## config.mk

```make
export PLATFORM = sky130hd
export DESIGN_NAME = multi_display_controller
export DESIGN_NICKNAME = d
export VERILOG_FILES = /design/src/rtl/multi_display_controller.sv
export SDC_FILE = /design/constraint.sdc
export NUM_CORES = 1
export LEC_CHECK = 0
export CAP_MARGIN = 40
export CORE_MARGIN = 2
export CORE_UTILIZATION = 31
export DETAILED_ROUTE_END_ITERATION = 10
export PLACE_DENSITY = 0.61
export SETUP_SLACK_MARGIN = 0.05
export SYNTH_ARGS = -nofsm -noshare
export SYNTH_HDL_FRONTEND = slang
export SYNTH_SLANG_ARGS = --single-unit
```

## constraint.sdc

```tcl
create_clock -name clk_1khz -period 2.4 [get_ports clk_1khz]
set_input_delay 0.48 -clock clk_1khz [delete_from_list [all_inputs] [get_ports clk_1khz]]
set_output_delay 0.48 -clock clk_1khz [all_outputs]
set_load 0.01 [all_outputs]
```

## src/rtl/multi_display_controller.sv

```systemverilog
// Round-robin score display: shows each player's BCD score for a dwell period,
// optionally separated by a blanked gap. Optional macro: LEADING_ZERO_BLANK_EN.
module multi_display_controller #(
    parameter int unsigned NUM_PLAYERS = 2,
    parameter int unsigned DWELL_MS    = 2000,
    parameter int unsigned BLANK_MS    = 200
) (
    input  logic                       clk_1khz,
    input  logic                       rst_i,
    input  logic [4*NUM_PLAYERS-1:0]   tens_i,
    input  logic [4*NUM_PLAYERS-1:0]   ones_i,
    input  logic                       hold_i,
    input  logic                       next_i,
    output logic [3:0]                 tens_o,
    output logic [3:0]                 ones_o,
    output logic [2:0]                 player_o,
    output logic                       blank_o
);

    localparam int unsigned CNT_MAX = (DWELL_MS > BLANK_MS) ? DWELL_MS : BLANK_MS;
    localparam int unsigned CNT_W   = (CNT_MAX > 1) ? $clog2(CNT_MAX) : 1;
    localparam bit          HAS_GAP = (BLANK_MS != 0);

    localparam logic [0:0] ST_SHOW = 1'b0;
    localparam logic [0:0] ST_GAP  = 1'b1;

    localparam logic [3:0]       BLANK_DIGIT = 4'hF;
    localparam logic [CNT_W-1:0] DWELL_LAST  = CNT_W'(DWELL_MS - 1);
    localparam logic [CNT_W-1:0] BLANK_LAST  = CNT_W'((BLANK_MS == 0) ? 0 : BLANK_MS - 1);
    localparam logic [2:0]       LAST_PLAYER = 3'(NUM_PLAYERS - 1);

    logic [0:0]       state_q, state_d;
    logic [CNT_W-1:0] cnt_q, cnt_d;
    logic [2:0]       sel_q, sel_d, sel_next;
    logic [3:0]       tens_d, ones_d;
    logic [2:0]       player_d;
    logic             blank_d;
    logic [3:0]       live_tens, live_ones;
    logic [3:0]       shown_tens, shown_ones;
    logic             dwell_done;

    // Pick the live digits of the player currently selected
    always_comb begin
        live_tens = 4'h0;
        live_ones = 4'h0;
        for (int k = 0; k < int'(NUM_PLAYERS); k++) begin
            if (sel_q == 3'(k)) begin
                live_tens = tens_i[4*k +: 4];
                live_ones = ones_i[4*k +: 4];
            end
        end
    end

    // Non-BCD digits render as blank; optional leading-zero suppression on tens
    always_comb begin
        shown_tens = (live_tens > 4'd9) ? BLANK_DIGIT : live_tens;
        shown_ones = (live_ones > 4'd9) ? BLANK_DIGIT : live_ones;
`ifdef LEADING_ZERO_BLANK_EN
        if (live_tens == 4'h0) begin
            shown_tens = BLANK_DIGIT;
        end
`else
`endif
    end

    assign sel_next   = (sel_q == LAST_PLAYER) ? 3'd0 : sel_q + 3'd1;
    assign dwell_done = next_i || (!hold_i && (cnt_q == DWELL_LAST));

    // Next-state and registered-output decode; outputs follow the current phase
    always_comb begin
        state_d  = state_q;
        cnt_d    = cnt_q;
        sel_d    = sel_q;
        tens_d   = BLANK_DIGIT;
        ones_d   = BLANK_DIGIT;
        blank_d  = 1'b1;
        player_d = player_o;
        case (state_q)
            ST_SHOW: begin
                tens_d   = shown_tens;
                ones_d   = shown_ones;
                blank_d  = 1'b0;
                player_d = sel_q;
                if (dwell_done) begin
                    cnt_d = '0;
                    if (HAS_GAP) begin
                        state_d = ST_GAP;
                    end else begin
                        sel_d = sel_next;
                    end
                end else if (!hold_i) begin
                    cnt_d = cnt_q + CNT_W'(1);
                end
            end
            ST_GAP: begin
                if (cnt_q == BLANK_LAST) begin
                    state_d = ST_SHOW;
                    cnt_d   = '0;
                    sel_d   = sel_next;
                end else begin
                    cnt_d = cnt_q + CNT_W'(1);
                end
            end
            default: begin
                state_d = ST_SHOW;
                cnt_d   = '0;
            end
        endcase
    end

    always_ff @(posedge clk_1khz) begin
        if (rst_i) begin
            state_q  <= ST_SHOW;
            cnt_q    <= '0;
            sel_q    <= 3'd0;
            tens_o   <= BLANK_DIGIT;
            ones_o   <= BLANK_DIGIT;
            player_o <= 3'd0;
            blank_o  <= 1'b1;
        end else begin
            state_q  <= state_d;
            cnt_q    <= cnt_d;
            sel_q    <= sel_d;
            tens_o   <= tens_d;
            ones_o   <= ones_d;
            player_o <= player_d;
            blank_o  <= blank_d;
        end
    end

endmodule
```

==> summary.md, run 1 <==
| Metric | Value |
|---|---|
| Reg power frac | 0.571 |
| RSZ-0062 raised after global routing | false |
| First-pass detailed-route iteration total | 4 |
| Hold path cells | 2 |
| Critical Path End Type | flip-flop |
| CP arrival | 2010 ps |
| Placement Setup Slack | 333.2 ps |
| Max Clk Rate | 539.0 MHz |
| Outcome | finished, final reports clean |
| Critical R2R Launch | cnt_q[0] |
| Count leader, synth | dfxtp_1 |
| Cell taking the most area after synthesis | dfxtp_1 |
| PwrDens | 496.5 nW/um^2 |
| Routed WL | 2.789 mm |
| Post-synth cell types | 34 |
| Startpoint types | flip-flop |
| Reg2Reg Setup Slack | 540 ps |
| Syn Std Cell Area | 1261 um^2 |
| FP Rows | 23 |
| Max IR drop VDD | 0.1771 mV |
| First DRT Iteration DRCs | 104 |
| CTS buffer count | 3 |
| Post-CTS Repair Setup Buffers | 0 |
| Worst reg2reg path depth | 5 |
| Clk_skew | 6.180 ps |
| Final hold viol count | 0 |
| Avg Inst Size Synth | 9.139 um^2 |
| Routability cong. | 0.8556 |
| Fraction of layout cells with a size suffix above 1 | 0.08982 |
| Antenna Violating Nets Remaining | 0 |
| Fin nets | 189 |
| Hold_buf cts | 0 |
| Slew @ Worst Pin | 509.6 ps |
| Top FF cell, synth | dfxtp_1 |
| Flops & latches, synth | 27 |
| Vias in the first global route | 1018 |
| Ys async rst share | 0 |
| Largest net degree at the start of global routing | 17 |
| Hold WC Path Type | reg -> reg |
| Filler Cell Count | 390 |
| Clock network power share | 0.313 |
| Antenna cell count | 0 |
| Setup TNS | 0 ps |
| CTS sink count | 27 |
| Gate power share | 0.116 |
| Register area share after synthesis | 0.4286 |
| Avg WL per Cell | 12.85 um |
| CTS tree | yes |
| Number of flops mapped to enable cells by yosys | 0 |
| Final Cycle Share | 0.7730 |
| Reg-to-reg critical path endpoint | cnt_q[6] |
| HPWL after detailed placement | 2.108 mm |
| Top post-synthesis cells by count | dfxtp_1, nor2_1, mux2i_1 |
| Htree depth | 1 |
| Beginning of the worst hold path | sel_q[1] |
| Cells after Synth | 138 |
| I/O pins | 32 |
| Port Buffer Count | 31 |
| Vias per cell | 4.912 |
| Starting density of the core | 0.3176 |
| Grt total ovfl | 0 |
| Clock transition at path regs | 100 ps |
| Relative slew slack | 0.6566 |
| Maximum fanout along the worst path | 7 |
| Die Y | 67.79 um |
| First-pass GRT wire length | 4.664 mm |
| Worst min-delay path endpoint | sel_q[1] |
| DRC | 0 |
| Die area | 4595 um^2 |
| Top post-synthesis cells by area | dfxtp_1, mux2i_1, xnor2_1, nor2_1, nor3_1 |
| Synth top area share | 0.4286 |
| Core area | 3971 um^2 |
| Root Buffer | clkbuf_8 |
| Mapped Nets | 159 |
| Max-cap viol count | 0 |
| Net Switching | 186.2 uW |
| Clock period minus worst slack | 1855 ps |
| Post-CTS resize count | 0 |
| Initial antenna violation count | 0 |
| Vias | 1066 |
| Net Sw Frac | 0.2266 |
| Final WS setup | 544.7 ps |
| CTS max path bufs | 2 |
| Worst Path Required | 2560 ps |
| P_int | 635.6 uW |
| GRT Overall Usage | 0.1321 |
| Final setup violation count | 0 |
| Die width | 67.79 um |
| Max-slew violations | 0 |
| Area Overhead vs Synth | 31.25% |
| Worst-skew pair later-pin latency | 270 ps |
| Worst setup path class | reg -> reg |
| Leakage power | 0.5399 nW |
| Yosys warnings | 0 |
## worst max-delay path by stage
stage	startpoint	cells past startpoint	slack, ps	to
final	cnt_q[0]	5	540	cnt_q[6]
after global routing	cnt_q[0]	5	360	cnt_q[4]
after CTS	cnt_q[0]	5	520	cnt_q[6]
after detailed placement	hold_i	5	330	cnt_q[4]
after global placement	next_i	5	390	cnt_q[7]
after floorplan	cnt_q[0]	6	720	cnt_q[1]
## cells in the final DEF, fill, tap and decap left out, types with 4 or more instances in the layout
| cell type | instances |
|---|---|
| nor2_1 | 15 |
| o21ai_0 | 7 |
| dfxtp_1 | 27 |
| nand2_1 | 9 |
| a21oi_1 | 4 |
| mux2i_1 | 11 |
| nor3_1 | 10 |
| clkdlybuf4s50_1 | 31 |
| nand3_1 | 5 |
| xnor2_1 | 9 |
## kinds of logic after synthesis
group | after synthesis | synth area share
simple gates | 63 | 0.2798
xor+xnor | 9 | 0.06250
mux | 12 | 0.09623
fa+ha+maj | 1 | 0.009919
buf+inv | 11 | 0.04563
compound gates | 15 | 0.07739
flops | 27 | 0.4286
## flip-flops by register name (all words and copies together), names as in the netlist
name and count:
ones_o 4, player_o 3, tens_o 4, state_q 1, cnt_q 11, blank_o 1, sel_q 3
## metrics by stage
step / hold WS, ps / cells / total power, mW / util / instance area [um^2]
after floorplan: 462.4 / 138 / 0.5167 / - / 1261
after global placement: 485.4 / 213 / 0.5723 / 0.4045 / 1607
after detailed placement: 488.7 / 213 / 0.5744 / 0.4045 / 1607
after CTS: 505.4 / 217 / 0.8308 / 0.4168 / 1655
after global routing: 545.1 / 217 / 0.8647 / 0.4168 / 1655
final: 503.3 / 217 / 0.8219 / 0.4168 / 1655
## final cells by class
type                    instances  area [um^2]  share of cell area
flip-flops and latches         27        540.5              0.3265
well taps                      50        62.56             0.03779
clock inverters                 1        7.507            0.004535
inverters                       2        7.507            0.004535
multi-input cells             100        663.1              0.4006
repair buffers                 34        332.8              0.2011
clock buffers                   3        41.29             0.02494
## power groups by stage
stage          logic (mW)  clock network, mW  registers (mW)
6_report           0.0956              0.257           0.469
5_1_grt             0.104              0.289           0.471
4_1_cts            0.0966              0.265           0.469
3_5_place_dp       0.0947                  0           0.480
3_3_place_gp       0.0930                  0           0.479
2_1_floorplan      0.0377                  0           0.479
## worst max-delay path, cell delays in order, from the launching register on
cell       delay [ps]
dfxtp_1           400
ha_1              220
nand4bb_1         180
o41ai_2           570
or3_1             310
nor2_1             80
## routing by layer
layer  share of wire  up-vias  routed length, um  global-route usage
met5               0        -                  0                   0
met4           0.012        0                 34             0.05250
met2            0.48       25               1349              0.2157
li1                -      544                  -                   -
met1            0.47      495               1304              0.1769
met3           0.037        2                102             0.01500
Power figures use the tool's default switching activity.
==> inputs of run 2 (changes only) <==
--- a/config.mk
+++ b/config.mk
@@ -9,7 +9,7 @@
 export CORE_MARGIN = 2
 export CORE_UTILIZATION = 31
 export DETAILED_ROUTE_END_ITERATION = 10
-export PLACE_DENSITY = 0.61
+export PLACE_DENSITY = 0.63
 export SETUP_SLACK_MARGIN = 0.05
 export SYNTH_ARGS = -nofsm -noshare
 export SYNTH_HDL_FRONTEND = slang
==> constraint.sdc (replaced) <==
create_clock -name clk_1khz -period 1.56 [get_ports clk_1khz]
set_input_delay 0.312 -clock clk_1khz [delete_from_list [all_inputs] [get_ports clk_1khz]]
set_output_delay 0.312 -clock clk_1khz [all_outputs]
set_load 0.01 [all_outputs]
==> summary.md, run 2 (synthesis results as in run 1) <==
| Metric | Value |
|---|---|
| DP Area | 1747 um^2 |
| RSZ-0062 raised after global routing | true |
| Finished Cell Area | 1906 um^2 |
| CP arrival | 1830 ps |
| PwrDens | 687.7 nW/um^2 |
| Largest reg by FF count | cnt_q |
| Core Util, Final | 0.4798 |
| Grt total ovfl | 0 |
| Total Power | 1.310 mW |
| Worst hold slack | 499.1 ps |
| Worst Path Required | 1760 ps |
| Net Switching | 308.6 uW |
| Max-slew violations | 0 |
| P_int | 1.002 mW |
| Startpoint types | flip-flop |
| CTS max path bufs | 2 |
| Critical path's largest stage delay | 500 ps |
| HPWL after detailed placement | 2.279 mm |
| Final Cycle Share | 1.043 |
| Filler Cell Count | 376 |
| Slew @ Worst Pin | 370.4 ps |
| Vias in the first global route | 1111 |
| Clock transition at path regs | 100 ps |
| Reg power frac | 0.550 |
| Clock network power share | 0.309 |
| Die width | 67.79 um |
| Final setup violation count | 4 |
| Vias | 1170 |
| CTS buffer count | 3 |
| Routability cong. | 0.8784 |
| Worst setup path class | reg -> reg |
| Largest net degree at the start of global routing | 17 |
| Antenna cell count | 0 |
| DRC | 0 |
| Most common cell after layout, fill and taps aside | clkdlybuf4s50_1 |
| Leakage power | 0.6989 nW |
| Initial antenna violation count | 0 |
| FP Rows | 23 |
| First DRT Iteration DRCs | 54 |
| Root Buffer | clkbuf_8 |
| Max IR drop VDD | 0.3219 mV |
| GRT Overall Usage | 0.1437 |
| Relative slew slack | 0.7522 |
| Die area | 4595 um^2 |
| Critical Path End Type | flip-flop |
| Clock period minus worst slack | 1627 ps |
| Clk_skew | 4.140 ps |
| I/O pins | 32 |
| Max-cap viol count | 0 |
| Maximum fanout along the worst path | 6 |
| Starting density of the core | 0.3176 |
| Gate power share | 0.141 |
| Htree depth | 1 |
| Die Y | 67.79 um |
| CTS tree | yes |
| Final hold viol count | 0 |
| Worst-skew pair later-pin latency | 270 ps |
| Routed WL | 3.176 mm |
| Antenna Violating Nets Remaining | 0 |
| Fraction of layout cells with a size suffix above 1 | 0.2849 |
| Core area | 3971 um^2 |
| Outcome | finished with violations |
| Hold_buf cts | 0 |
| Vias per cell | 4.958 |
| Avg WL per Cell | 13.46 um |
| Net Sw Frac | 0.2355 |
| Largest registers | cnt_q: 11 flops, ones_o: 4 flops, tens_o: 4 flops |
| Max reg flops | 11 |
| Area Overhead vs Synth | 51.09% |
| Hold WC Path Type | reg -> reg |
| First-pass GRT wire length | 4.954 mm |
| Fin nets | 208 |
| Setup TNS | -137.3 ps |
| Worst path cell trace | ha_4, and4bb_1, and3_4, or4_1, a21oi_1 |
| Final WS setup | -66.55 ps |
| Commonest non-fill, non-tap cells in the layout | clkdlybuf4s50_1, buf_4, dfxtp_1 |
| CTS sink count | 27 |
| Failing checks | negative setup slack |
| First-pass detailed-route iteration total | 4 |
| Port Buffer Count | 31 |
| Crit path max-delay cell type | or4_1 |
| Max Clk Rate | 614.8 MHz |
## run 2: cell types whose count changed in the layout (fill, tap and decap cells not counted), moves of 3 or more
cell / before / now
buf_4: 3 / 22
clkdlybuf4s50_1: 31 / 28
dfxtp_1: 27 / 20
dfxtp_2: 0 / 7
nor2_1: 15 / 12
nor2_2: 0 / 3
## run 2: what timing repair did
| item | 4_1_cts | 5_1_grt |
|---|---|---|
| buffers inserted | 0 | 1 |
| gates resized for setup | 8 | 16 |
| endpoints found under the hold margin | 0 | 0 |
| pin swaps | 2 | 1 |
| setup endpoints to repair | 11 | 21 |
| cloned | 0 | 0 |
## run 2: critical path, delay by kind of cell (launching register included)
family,cells,cell delay [ps]
compound gates,1,130
fa+ha+maj,1,180
flops,1,350
simple gates,3,910
## run 2: final timing paths
path                                     to  slack [ps]   startpoint  cells after the start
worst max-delay path               cnt_q[0]         -70     cnt_q[1]                      5
worst max register to register     cnt_q[0]         -70     cnt_q[1]                      5
worst min register to register  player_o[0]         500  player_o[0]                      2
worst min-delay path            player_o[0]         500  player_o[0]                      2
## run 2: final cells by class
class | count | area [um^2] | share of cell area
clock inverter | 1 | 7.507 | 0.003940
inverter | 2 | 7.507 | 0.003940
tap | 50 | 62.56 | 0.03283
timing repair buffer | 53 | 479.2 | 0.2515
clock buffer | 3 | 41.29 | 0.02167
multi-input combinational | 100 | 758.2 | 0.3979
sequential | 27 | 549.3 | 0.2882
## run 2: through the flow
| step | setup WS [ps] | cells |
|---|---|---|
| final | -66.55 | 236 |
| after global routing | -110.6 | 236 |
| after CTS | -39.90 | 235 |
| after detailed placement | -338.2 | 231 |
| after global placement | -284.0 | 231 |
| after floorplan | -55.05 | 138 |
## run 2: per-layer routing
metal,up-vias,routed length [um],GRT usage
met5,-,0,0
met4,0,40,0.07000
met3,4,121,0.02167
met2,34,1608,0.2402
met1,553,1405,0.1797
li1,579,-,-
## run 2: power by group through the flow
stage | clock, mW | combinational [mW] | sequential (mW)
after floorplan | 0 | 0.0589 | 0.738
final | 0.405 | 0.184 | 0.721
after global routing | 0.447 | 0.199 | 0.724
after global placement | 0 | 0.167 | 0.733
after CTS | 0.417 | 0.177 | 0.721
after detailed placement | 0 | 0.169 | 0.735
==> inputs of run 3 (changes only) <==
--- a/config.mk
+++ b/config.mk
@@ -6,7 +6,7 @@
 export NUM_CORES = 1
 export LEC_CHECK = 0
 export CAP_MARGIN = 40
-export CORE_MARGIN = 2
+export CORE_MARGIN = 1.5
 export CORE_UTILIZATION = 31
 export DETAILED_ROUTE_END_ITERATION = 10
 export PLACE_DENSITY = 0.63
==> summary.md, run 3 (synthesis results as in run 1) <==
| Metric | Value |
|---|---|
| Multi-input logic area | 728.2 um^2 |
| Relative slew slack | 0.7283 |
| Net Sw Frac | 0.2269 |
| CTS max path bufs | 2 |
| Vias | 1172 |
| CP top delay family | simple AND/OR/NAND/NOR gates |
| Clock transition at path regs | 90 ps |
| Starting density of the core | 0.3199 |
| Hold WC Path Type | in -> reg |
| Initial antenna violation count | 0 |
| PwrDens | 688.2 nW/um^2 |
| Worst setup path class | reg -> reg |
| Vias in the first global route | 1112 |
| Commonest non-fill, non-tap cells in the layout | clkdlybuf4s50_1, dfxtp_1, buf_4 |
| Failing checks | negative setup slack |
| Die width | 66.79 um |
| Grt total ovfl | 0 |
| Max IR drop VDD | 0.2846 mV |
| RSZ-0062 raised after global routing | true |
| Largest registers | cnt_q: 11 flops, ones_o: 4 flops, tens_o: 4 flops |
| Startpoint types | flip-flop |
| CTS tree | yes |
| Antenna Violating Nets Remaining | 0 |
| Antenna cell count | 0 |
| Avg WL per Cell | 12.30 um |
| Max-cap viol count | 0 |
| Final hold viol count | 0 |
| Max reg flops | 11 |
| Filler Cell Count | 349 |
| Worst path cell trace | ha_4, and4bb_1, and3_4, or4_4, a21oi_2 |
| Worst hold slack | 511.6 ps |
| Worst Path Required | 1770 ps |
| Fin nets | 209 |
| Worst-skew pair later-pin latency | 270 ps |
| Critical path depth | 5 |
| Maximum fanout along the worst path | 6 |
| Most common cell after layout, fill and taps aside | clkdlybuf4s50_1 |
| I/O pins | 32 |
| First-pass detailed-route iteration total | 4 |
| Fin cells | 237 |
| Routed WL | 2.916 mm |
| FP Rows | 23 |
| Max Clk Rate | 625.6 MHz |
| Area Overhead vs Synth | 48.91% |
| Reg power frac | 0.556 |
| First-pass GRT wire length | 4.809 mm |
| CP bufs+invs | 0 |
| Hold_buf cts | 0 |
| Die Y | 66.79 um |
| DRC | 0 |
| CTS sink count | 27 |
| Register area | 545.5 um^2 |
| GRT Overall Usage | 0.1420 |
| Port Buffer Count | 31 |
| CP arrival | 1810 ps |
| Clock network power share | 0.308 |
| Final Cycle Share | 1.025 |
| Gate power share | 0.136 |
| Net Switching | 293.3 uW |
| Htree depth | 1 |
| Root Buffer | clkbuf_8 |
| DP Cell Count | 229 |
| Largest net degree at the start of global routing | 15 |
| Max-slew violations | 0 |
| HPWL after detailed placement | 2.265 mm |
| Crit path max-delay cell type | or4_4 |
| Vias per cell | 4.945 |
| Routability cong. | 0.9385 |
| Critical Path End Type | flip-flop |
| Fraction of layout cells with a size suffix above 1 | 0.2513 |
| Clk_skew | 2.373 ps |
| Clock period minus worst slack | 1599 ps |
| CTS buffer count | 3 |
| Outcome | finished with violations |
| Worst reg2reg path depth | 5 |
| First DRT Iteration DRCs | 83 |
| Hold path cells | 3 |
| Die area | 4460 um^2 |
| P_int | 999.2 uW |
| Final setup violation count | 3 |
| Leakage power | 0.7006 nW |
| Critical path's largest stage delay | 510 ps |
| Final WS setup | -38.55 ps |
| Largest reg by FF count | cnt_q |
| Core area | 3943 um^2 |
| Slew @ Worst Pin | 403.9 ps |
run 3: power by group through the flow:
stage	combinational, mW	clock (mW)	sequential, mW
6_report	0.175	0.398	0.719
5_1_grt	0.193	0.449	0.722
4_1_cts	0.169	0.411	0.719
3_5_place_dp	0.166	0	0.733
3_3_place_gp	0.165	0	0.733
2_1_floorplan	0.0589	0	0.738
run 3: worst min-delay path, cell delays in order:
cell	delay [ps]
dlygate4sd2_1	250
nor3_1	70
nor3_1	110
run 3: path summary, 6_finish.rpt:
| path | startpoint | to | slack (ps) |
|---|---|---|---|
| setup / recovery | cnt_q[1] | cnt_q[0] | -40 |
| hold / removal | next_i | state_q | 510 |
| setup reg to reg | cnt_q[1] | cnt_q[0] | -40 |
| hold reg to reg | player_o[0] | player_o[0] | 520 |
run 3: stage by stage:
| stage | worst slack, ps | TNS, ps | instance area [um^2] | power, mW | util |
|---|---|---|---|---|---|
| 3_3_place_gp | -289.2 | -2846 | 1732 | 0.8979 | 0.4392 |
| 4_1_cts | -33.28 | -42.52 | 1813 | 1.299 | 0.4599 |
| 2_1_floorplan | -55.05 | -167.2 | 1267 | 0.7967 | - |
| 6_report | -38.55 | -70.79 | 1878 | 1.293 | 0.4764 |
| 5_1_grt | -93.08 | -427.5 | 1878 | 1.363 | 0.4764 |
| 3_5_place_dp | -320.2 | -3179 | 1732 | 0.8996 | 0.4392 |
run 3: repair_timing:
item | in CTS | in global routing
buffers inserted | 2 | 2
resized for setup | 6 | 12
hold endpoints to repair | 0 | 0
endpoints found under the setup margin | 11 | 22
pin swaps | 3 | 2
run 3: per-layer routing:
layer | global-route usage | share of wire | vias to the layer above
met5 | 0 | 0 | -
met2 | 0.2325 | 0.51 | 16
li1 | - | - | 585
met1 | 0.1777 | 0.45 | 568
met4 | 0.07398 | 0.013 | 0
met3 | 0.02365 | 0.024 | 3
run 3: final cells by class:
type | count | share of cell area
Clock buffer | 4 | 0.02398
Multi-Input combinational cell | 100 | 0.3877
Timing Repair Buffer | 54 | 0.2605
Sequential cell | 27 | 0.2905
Inverter | 2 | 0.003997
Tap cell | 50 | 0.03331
